<file path="src/rtl/adc_8ch_emul.sv">
// Serial slave emulating the 8-channel muxed ADC: decodes channel-select commands on DIN and returns samples on DOUT.
// Build option: define ADC_EMUL_PATTERN_EN to return {CHANNEL, frame counter} instead of SAMPLE_BUS data.
module adc_8ch_emul #(
    parameter int DATA_W     = 12,
    parameter int LEAD_ZEROS = 4,
    parameter int IDLE_TO    = 64
) (
    input  logic                clk,
    input  logic                rst,
    input  logic                SCLK,
    input  logic                CS_ADC,
    input  logic                CD_MUX,
    input  logic                DIN,
    output logic                DOUT,
    input  logic [8*DATA_W-1:0] SAMPLE_BUS,
    output logic [2:0]          CHANNEL,
    output logic                CMD_STB,
    output logic                DATA_STB,
    output logic                FRAME_ERR,
    output logic                BUSY
);
    localparam int TOTAL = LEAD_ZEROS + DATA_W;
    localparam int TO_W  = $clog2(IDLE_TO + 1);

    typedef enum logic [1:0] {IDLE, CMD, DATA} state_t;

    state_t            state_reg;
    logic [2:0]        sclk_sync_reg;
    logic [2:0]        cdm_sync_reg;
    logic [1:0]        din_sync_reg;
    logic [4:0]        bit_cnt_reg;
    logic [TO_W-1:0]   to_cnt_reg;
    logic              start_seen_reg;
    logic [2:0]        cmd_ch_reg;
    logic [TOTAL-1:0]  shift_reg;

    logic              sclk_rise, cdm_edge, cdm_rise, cdm_fall, din_s, cdm_s;
    logic              timeout, frame_end, frame_open, cmd_ok, data_done;
    logic [2:0]        eff_channel;
    logic [DATA_W-1:0] word_data;
    logic [TOTAL-1:0]  word_full;

    // CS_ADC is only monitored by the controller side; nothing here depends on it.
    logic unused_cs;
    assign unused_cs = CS_ADC;

    assign sclk_rise = sclk_sync_reg[1] & ~sclk_sync_reg[2];
    assign cdm_edge  = cdm_sync_reg[1] ^ cdm_sync_reg[2];
    assign cdm_rise  = cdm_edge & cdm_sync_reg[1];
    assign cdm_fall  = cdm_edge & ~cdm_sync_reg[1];
    assign cdm_s     = cdm_sync_reg[1];
    assign din_s     = din_sync_reg[1];

    assign timeout    = !sclk_rise && (to_cnt_reg == TO_W'(IDLE_TO - 1));
    assign frame_end  = ((state_reg == CMD)  && (cdm_fall || timeout)) ||
                        ((state_reg == DATA) && (cdm_rise || timeout));
    assign frame_open = sclk_rise && ((state_reg == IDLE) || frame_end);
    assign cmd_ok     = start_seen_reg && (bit_cnt_reg == 5'd3);
    assign data_done  = (bit_cnt_reg == 5'(TOTAL));

    // A command closing on the same edge that opens a data frame already selects the new channel.
    assign eff_channel = ((state_reg == CMD) && frame_end && cmd_ok) ? cmd_ch_reg : CHANNEL;

`ifdef ADC_EMUL_PATTERN_EN
    localparam int FC_W = DATA_W - 3;
    logic [FC_W-1:0] frame_cnt_reg;
    logic            unused_bus;

    assign unused_bus = ^SAMPLE_BUS;
    assign word_data  = {eff_channel, frame_cnt_reg};

    always_ff @(posedge clk) begin
        if (rst)
            frame_cnt_reg <= '0;
        else if (frame_end && (state_reg == DATA) && data_done)
            frame_cnt_reg <= frame_cnt_reg + FC_W'(1);
    end
`else
    logic [DATA_W-1:0] sample_arr [8];

    for (genvar gi = 0; gi < 8; gi++) begin : g_slice
        assign sample_arr[gi] = SAMPLE_BUS[gi*DATA_W +: DATA_W];
    end

    assign word_data = sample_arr[eff_channel];
`endif

    assign word_full = TOTAL'(word_data);

    always_ff @(posedge clk) begin
        if (rst) begin
            state_reg      <= IDLE;
            sclk_sync_reg  <= '0;
            cdm_sync_reg   <= '0;
            din_sync_reg   <= '0;
            bit_cnt_reg    <= '0;
            to_cnt_reg     <= '0;
            start_seen_reg <= 1'b0;
            cmd_ch_reg     <= '0;
            shift_reg      <= '0;
            DOUT           <= 1'b0;
            CHANNEL        <= '0;
            CMD_STB        <= 1'b0;
            DATA_STB       <= 1'b0;
            FRAME_ERR      <= 1'b0;
            BUSY           <= 1'b0;
        end else begin
            sclk_sync_reg <= {sclk_sync_reg[1:0], SCLK};
            cdm_sync_reg  <= {cdm_sync_reg[1:0], CD_MUX};
            din_sync_reg  <= {din_sync_reg[0], DIN};
            CMD_STB       <= 1'b0;
            DATA_STB      <= 1'b0;
            FRAME_ERR     <= 1'b0;

            if ((state_reg == IDLE) || sclk_rise)
                to_cnt_reg <= '0;
            else if (to_cnt_reg != TO_W'(IDLE_TO))
                to_cnt_reg <= to_cnt_reg + TO_W'(1);

            // Close the running frame first; a coincident edge may reopen one below.
            if (frame_end) begin
                if (state_reg == CMD) begin
                    if (cmd_ok) begin
                        CHANNEL <= cmd_ch_reg;
                        CMD_STB <= 1'b1;
                    end else begin
                        FRAME_ERR <= 1'b1;
                    end
                end else begin
                    if (data_done)
                        DATA_STB <= 1'b1;
                    else
                        FRAME_ERR <= 1'b1;
                end
                state_reg <= IDLE;
                BUSY      <= 1'b0;
                DOUT      <= 1'b0;
            end

            if (frame_open) begin
                BUSY <= 1'b1;
                if (cdm_s) begin
                    state_reg      <= CMD;
                    start_seen_reg <= din_s;
                    bit_cnt_reg    <= '0;
                    cmd_ch_reg     <= '0;
                    DOUT           <= 1'b0;
                end else begin
                    state_reg   <= DATA;
                    DOUT        <= word_full[TOTAL-1];
                    shift_reg   <= word_full << 1;
                    bit_cnt_reg <= 5'd1;
                end
            end else if (sclk_rise && !frame_end) begin
                case (state_reg)
                    CMD: begin
                        if (!start_seen_reg) begin
                            start_seen_reg <= din_s;
                        end else if (bit_cnt_reg < 5'd3) begin
                            cmd_ch_reg  <= {cmd_ch_reg[1:0], din_s};
                            bit_cnt_reg <= bit_cnt_reg + 5'd1;
                        end
                    end
                    DATA: begin
                        DOUT      <= shift_reg[TOTAL-1];
                        shift_reg <= shift_reg << 1;
                        if (!data_done)
                            bit_cnt_reg <= bit_cnt_reg + 5'd1;
                    end
                    default: ;
                endcase
            end
        end
    end
endmodule

</file>
<file path="config.mk">
export PLATFORM = sky130hd
export DESIGN_NAME = adc_8ch_emul
export DESIGN_NICKNAME = d
export VERILOG_FILES = /design/src/rtl/adc_8ch_emul.sv
export SDC_FILE = /design/constraint.sdc
export NUM_CORES = 1
export LEC_CHECK = 0
export ABC_AREA = 1
export CAP_MARGIN = 30
export CORE_MARGIN = 4
export CORE_UTILIZATION = 47
export CTS_CLUSTER_SIZE = 28
export DETAILED_ROUTE_END_ITERATION = 16
export PLACE_DENSITY_LB_ADDON = 0.2
export SLEW_MARGIN = 10
export SYNTH_ARGS = -nofsm -noshare
export SYNTH_HDL_FRONTEND = slang
export SYNTH_SLANG_ARGS = --single-unit
</file>
<file path="constraint.sdc">
create_clock -name clk -period 2.7 [get_ports clk]
set_input_delay 0.81 -clock clk [delete_from_list [all_inputs] [get_ports clk]]
set_output_delay 0.81 -clock clk [all_outputs]
set_load 0.01 [all_outputs]
</file>
* Word-level counts from Yosys, hierarchy flattened *
Cells that the tools add are included.

word-level totals
  bits in registers = 50
  input port bits = 102
  output and inout port bits = 8
  word-level logic and storage cells = 111

cells by class
  add/sub/neg operators = 2
  $lt $le $gt $ge = 2
  equal/unequal tests = 11
  multiplexer cells = 39
  bitwise gates (word level) = 9
  reduce and logical (&&, ||, !) cells = 33

operators with widths
  kind                                                                           number
  16-bit two-way mux                                                             4
  12-bit binary-select mux with 3-bit select                                     1
  5-bit two-way mux                                                              5
  12-bit two-way mux                                                             2
  3-bit two-way mux                                                              7
  1-bit two-way mux                                                              16
  2-bit nonzero test                                                             6
  5-bit one-hot mux with 2 select lines                                          1
  5-bit AND reduction                                                            2
  3-bit AND reduction                                                            3
  1-bit logical AND                                                              8
  7-bit by 1-bit adder with 7-bit output (second input constant)                 1
  7-bit by 6-bit equality test with 1-bit output (second input constant)         1
  7-bit != test (second input constant)                                          1
  2-bit two-way mux                                                              3
  3-bit != test (second input constant)                                          2
  2-bit OR reduction                                                             3
  3-bit OR reduction                                                             2
  5-bit by 1-bit adder with 5-bit output (second input constant)                 1
  5-bit by 2-bit equality test with 1-bit output (second input constant)         1
  5-bit equality test (second input constant)                                    1
  1-bit logical OR                                                               5
  5-bit by 2-bit less-than comparator with 1-bit output (second input constant)  1
  4-bit greater-or-equal comparator (second input constant)                      1
  other kinds (11)                                                               18

* Depth between registers and ports, before layout *
  depth after elaboration = 16
  depth in mapped cells = 17
  mapped depth without buffers = 16

* Least setup slack after synthesis *
No wires, ideal clock.

  path type = reg2reg
  start point = register to_cnt_reg[0]
  end point = register shift_reg[3]
  library setup time = 118 ps
  arrival time = 1,738 ps
  required time = 2,582 ps
  path slack = 844 ps
  stages on the path, launching flop included = 18
  path buffers = 1
  clock period less this slack = 1,856 ps
  path through = dfxtp_1 ha_1 nand2_2 nor2_4 nand3_2 nand2_4 nand2_2 nand2_4 inv_4 nand2_4 nand2_4 nor2_4 inv_2 nand2_4 buf_6 nand2_1 inv_1 a21oi_2

between the ends
  cells in the longest elaborated chain, start to end = 14
  elaborated cells between the ends (all ways) = 24
  those cells by class = 2 x eq/ne; 6 x mux; 1 x bitwise; 15 x reduce/logical

RTL lines
  item                                                    RTL line  text
  start, declared                                         32        logic [TO_W-1:0] to_cnt_reg;
  start signal, assigned                                  118       to_cnt_reg <= to_cnt_reg + TO_W'(1);
  7-bit by 6-bit equality test with 1-bit output *        54        assign timeout = !sclk_rise && (to_cnt_reg == TO_W'(IDLE_TO - 1));
  1-bit logical AND *                                     54
  1-bit logical OR (on tied branches)                     55, 56
  1-bit logical AND (on tied branches)                    55, 56
  1-bit logical OR *                                      55        assign frame_end = ((state_reg == CMD) && (cdm_fall || timeout)) ||
  1-bit logical AND (2 in series)                         62        assign eff_channel = ((state_reg == CMD) && frame_end && cmd_ok) ? cmd_ch_reg : CHANNEL;
  3-bit two-way mux                                       62
  3-bit inverter with 4-bit output (not written as such)  85        assign word_data = sample_arr[eff_channel];
  12-bit binary-select mux with 3-bit select              85
  12-bit two-way mux (not written as such) (2 in series)  85
  16-bit two-way mux                                      142       if (cdm_s) begin
  16-bit two-way mux                                      140       if (frame_open) begin
  end signal, assigned                                    151       shift_reg <= word_full << 1;
  end signal, assigned                                    166       shift_reg <= shift_reg << 1;
  end, declared                                           35        logic [TOTAL-1:0] shift_reg;

Every way passes the cells marked *; elsewhere a longest branch is shown, timed or not. The select of a mux whose other input is x is not followed.
A chain may end at the register's enable or synchronous reset.

* Worst setup path in the final report *
  start point = register to_cnt_reg[0]
  end point = register shift_reg[14]

between the ends
  cells in the longest elaborated chain, start to end = 9
  elaborated cells between the ends (all ways) = 16
  those cells by class = 2 x eq/ne; 1 x mux; 13 x reduce/logical

RTL lines
  item                                                                         RTL line
  7-bit by 6-bit equality test with 1-bit output *                             54
  1-bit logical AND *                                                          54
  1-bit logical OR (on tied branches)                                          55, 56
  1-bit logical AND (on tied branches)                                         55, 56
  1-bit logical OR *                                                           55
  1-bit logical OR / 1-bit logical NOT (equally long branches)                 57, 154
  1-bit logical AND (on tied branches)                                         57, 154
  2-bit != test (no source line) / 2-bit nonzero test (equally long branches)  --
  3-bit AND reduction (no source line)                                         --

Every way passes the cells marked *; elsewhere a longest branch is shown, timed or not.

==> qor.csv <==
stage,metric,value,unit
clock_tree,post_cts.repair.setup_buffers,0,
layout,multi_input_comb_area,1960,sq um
drt,detail_route.wl_per_cell,13.1,microns
run,cap_violations,0,
layout,diodes,0,
hold_path,timing.hold.worst.class,register to register,
clock_tree,clock_tree.buffer_depth,2,
clock_tree,ctsRootBufferMaster,clkbuf_8,
floorplan,dieHeight,94.4,microns
sta,hold_viol_final,0,
clock_tree,clock_tree_from_tritoncts,yes,
pwr,irDropWorstVdd,0.223,mV
drt,via_per_inst,4.99,
worst_setup_path,crit_family,simple AND/OR/NAND/NOR gates,
global_route,grt_util_all_layers,22.2,%
worst_setup_path,worst-path-buf-inv,3,
worst_setup_path,timing_worst_setup_path_type,register to register,
sta,slew_violations,0,
sta,fin_tns_setup,0,ns
yosys,ys_ff_latch,49,
drt,detailedRoute.firstIterationViolations,196,
global_route,grt_antenna_before_repair,0,
place,placed_cells,737,
sta,final.setup.worst_slack,0.376,ns
global_route,grt_start_max_net_pins,50,
yosys,syn-mean-instance-area,6.39,sq um
worst_setup_path,critPathArrivalTime,2.52,ns
clock_tree,cts_buffers,5,
sta,grt_setup_unrepaired,false,
sta,tightest_slew,0.502,ns
layout,final_common_cell,nand2_1,
worst_setup_path,critPathMaxFanout,23,
worst_setup_path,endpoint_kind,register,
layout,fill_cells,698,
place,place.detailed.hpwl,7.35,mm
worst_setup_path,r2r_slack,0.38,ns
layout,layout.core_utilization,65.3,%
pwr,static-leakage-power,2.12,nW
worst_setup_path,cp_slowest_stage_delay,0.39,ns
sta,worst_hold_slack,0.414,ns
layout,layout_common_cells,"112 x nand2_1, 108 x clkdlybuf4s50_1, 102 x nand3_1",
worst_setup_path,worst_path_most_repeated_cell,nand2_4,
global_route,grt_first_pass_wirelength,16.0,mm
floorplan,floorplan.initialDensity,48.4,%
yosys,synth-seq-area-share,27.9,%
sta,max_transition_margin,66.5,%
place,number_of_port_buffers,108,
clock_tree,post_cts.resized_instances,0,
clock_tree,cts-htree-levels,2,
layout,stdcell_count,745,
drt,number_of_iterations_in_the_first_detailed_routing_pass,5,
clock_tree,numClockSinks,49,
clock_tree,cts-hold-fix-buffers,0,
drt,antenna_left,0,
sta,setup_viol,0,
yosys,synthCells,550,
layout,layout-drive-gt1-share,9.29,%
global_route,grt-ovfl-total,0,
yosys,synth.lib_cells_used.distinct,38,
clock_tree,clk_transition_reported_paths,0.09,ns
yosys,net_count_after_synthesis,656,
place,gp_congestion,0.831,
drt,route.detailed.drc,0,
layout,largest_reg_flops,15,
sta,timing.fmax,0.430,GHz
global_route,grt_pass1_vias,3569,
clock_tree,clock_latency,0.31,ns
worst_setup_path,cpMaxStageDelayCell,dfxtp_1,
floorplan,floorplan.rows,31,
worst_setup_path,worstSetupStartpointType,register,
drt,routed-via-count,3714,
layout,total_nets_final,751,
floorplan,ioPinCount,110,
pwr,power_per_cell_area,335,nW/um^2
yosys,yosysWarnings,0,
outcome,run_status,completed,
sta,finalWorstPathRequiredPeriod,2.32,ns
worst_setup_path,cp_cell_sequence,"ha_1, nand2_2, nor2_4, nand3_2, o21ai_1, nand2_1, nand2_4, inv_4, nand2_4, nand2_4, nor2_4, inv_2, nand2_4, inv_1, nand2_1, a21oi_1",
drt,route.final.wire_length,9.75,mm
yosys,post_synth_instance_area,3510,sq um
sta,timing.clock.skew,0.00702,ns
worst_setup_path,cp_data_required_time,2.89,ns
floorplan,dieArea,8920,sq um
layout,flow.area_growth_from_synthesis,34.8,%
layout,final-seq-area,981,sq um
floorplan,die_w,94.4,microns
floorplan,coreArea,7250,sq um
place,preCtsSetupSlack,0.385,ns
sta,final.period_utilization,86.1,%
## cells in the mapped netlist (all sizes together)
cell type	n	area share, %
a21boi	1	0.21
a21oi	28	5.2
a31oi	1	0.18
and2	1	0.18
buf	23	4.2
clkbuf	5	0.53
clkinv	1	0.14
dfxtp	49	28
ha	4	1.4
inv	106	11
mux2i	1	0.29
nand2	122	14
nand3	104	15
nand3b	36	7.7
nand4	5	1.3
nor2	32	4.4
nor3	3	0.43
nor3b	3	0.64
nor4	2	0.36
o2111ai	1	0.25
o21ai	20	3.0
o31ai	1	0.21
xnor2	1	0.25
## layout make-up
type / count / share of cell area, %
Tap cell: 99 / 2.62
Sequential cell: 49 / 20.7
Clock buffer: 5 / 1.45
Inverter: 107 / 8.56
Clock inverter: 3 / 0.925
Multi-Input combinational cell: 366 / 41.4
Timing Repair Buffer: 116 / 24.4
## worst min-delay path: stages (launching register included)
cell and delay (ns):
dfxtp_1 0.30, inv_1 0.04, nor2_1 0.03
## kinds of logic (layout without fill, tap and decap cells)
logic type	Yosys count	count (layout)	synth area share, %
DFF	49	49	27.9
and+or+nand+nor	308	308	44.8
xor gates and xnor gates	1	1	0.249
buffers and inverters	135	231	16.3
AOI/OAI and AO/OA	52	52	8.98
adders and majority gates	4	4	1.43
muxes	1	1	0.285
## stage by stage
step           area (sq um)  total power [mW]
3_5_place_dp           4620              1.06
2_1_floorplan          3510             0.896
6_report               4730              1.58
5_1_grt                4730              1.65
4_1_cts                4730              1.59
3_3_place_gp           4620              1.06
## worst paths after layout
check / startpoint / endpoint / cells past startpoint
worst max-delay path: to_cnt_reg[0]$_SDFFE_PP0P_ / shift_reg[14]$_SDFFE_PP0P_ / 16
worst min-delay path: cdm_sync_reg[0]$_SDFF_PP0_ / cdm_sync_reg[1]$_SDFF_PP0_ / 2
worst max register to register: to_cnt_reg[0]$_SDFFE_PP0P_ / shift_reg[14]$_SDFFE_PP0P_ / 16
worst min register to register: cdm_sync_reg[0]$_SDFF_PP0_ / cdm_sync_reg[1]$_SDFF_PP0_ / 2
## layer usage
layer | global-route usage [%] | vias up | wire length (microns)
met2 | 37.2 | 121 | 4670
met4 | 5.66 | 0 | 235
met1 | 28.6 | 1637 | 4170
li1 | - | 1936 | -
met5 | 0 | - | 0
met3 | 5.26 | 20 | 671
## where the power goes
group	switching (mW)	internal, mW
logic	0.109	0.184
registers	0.0120	0.742
clock network	0.260	0.278
No activity file was read; power rests on OpenSTA's default activity.
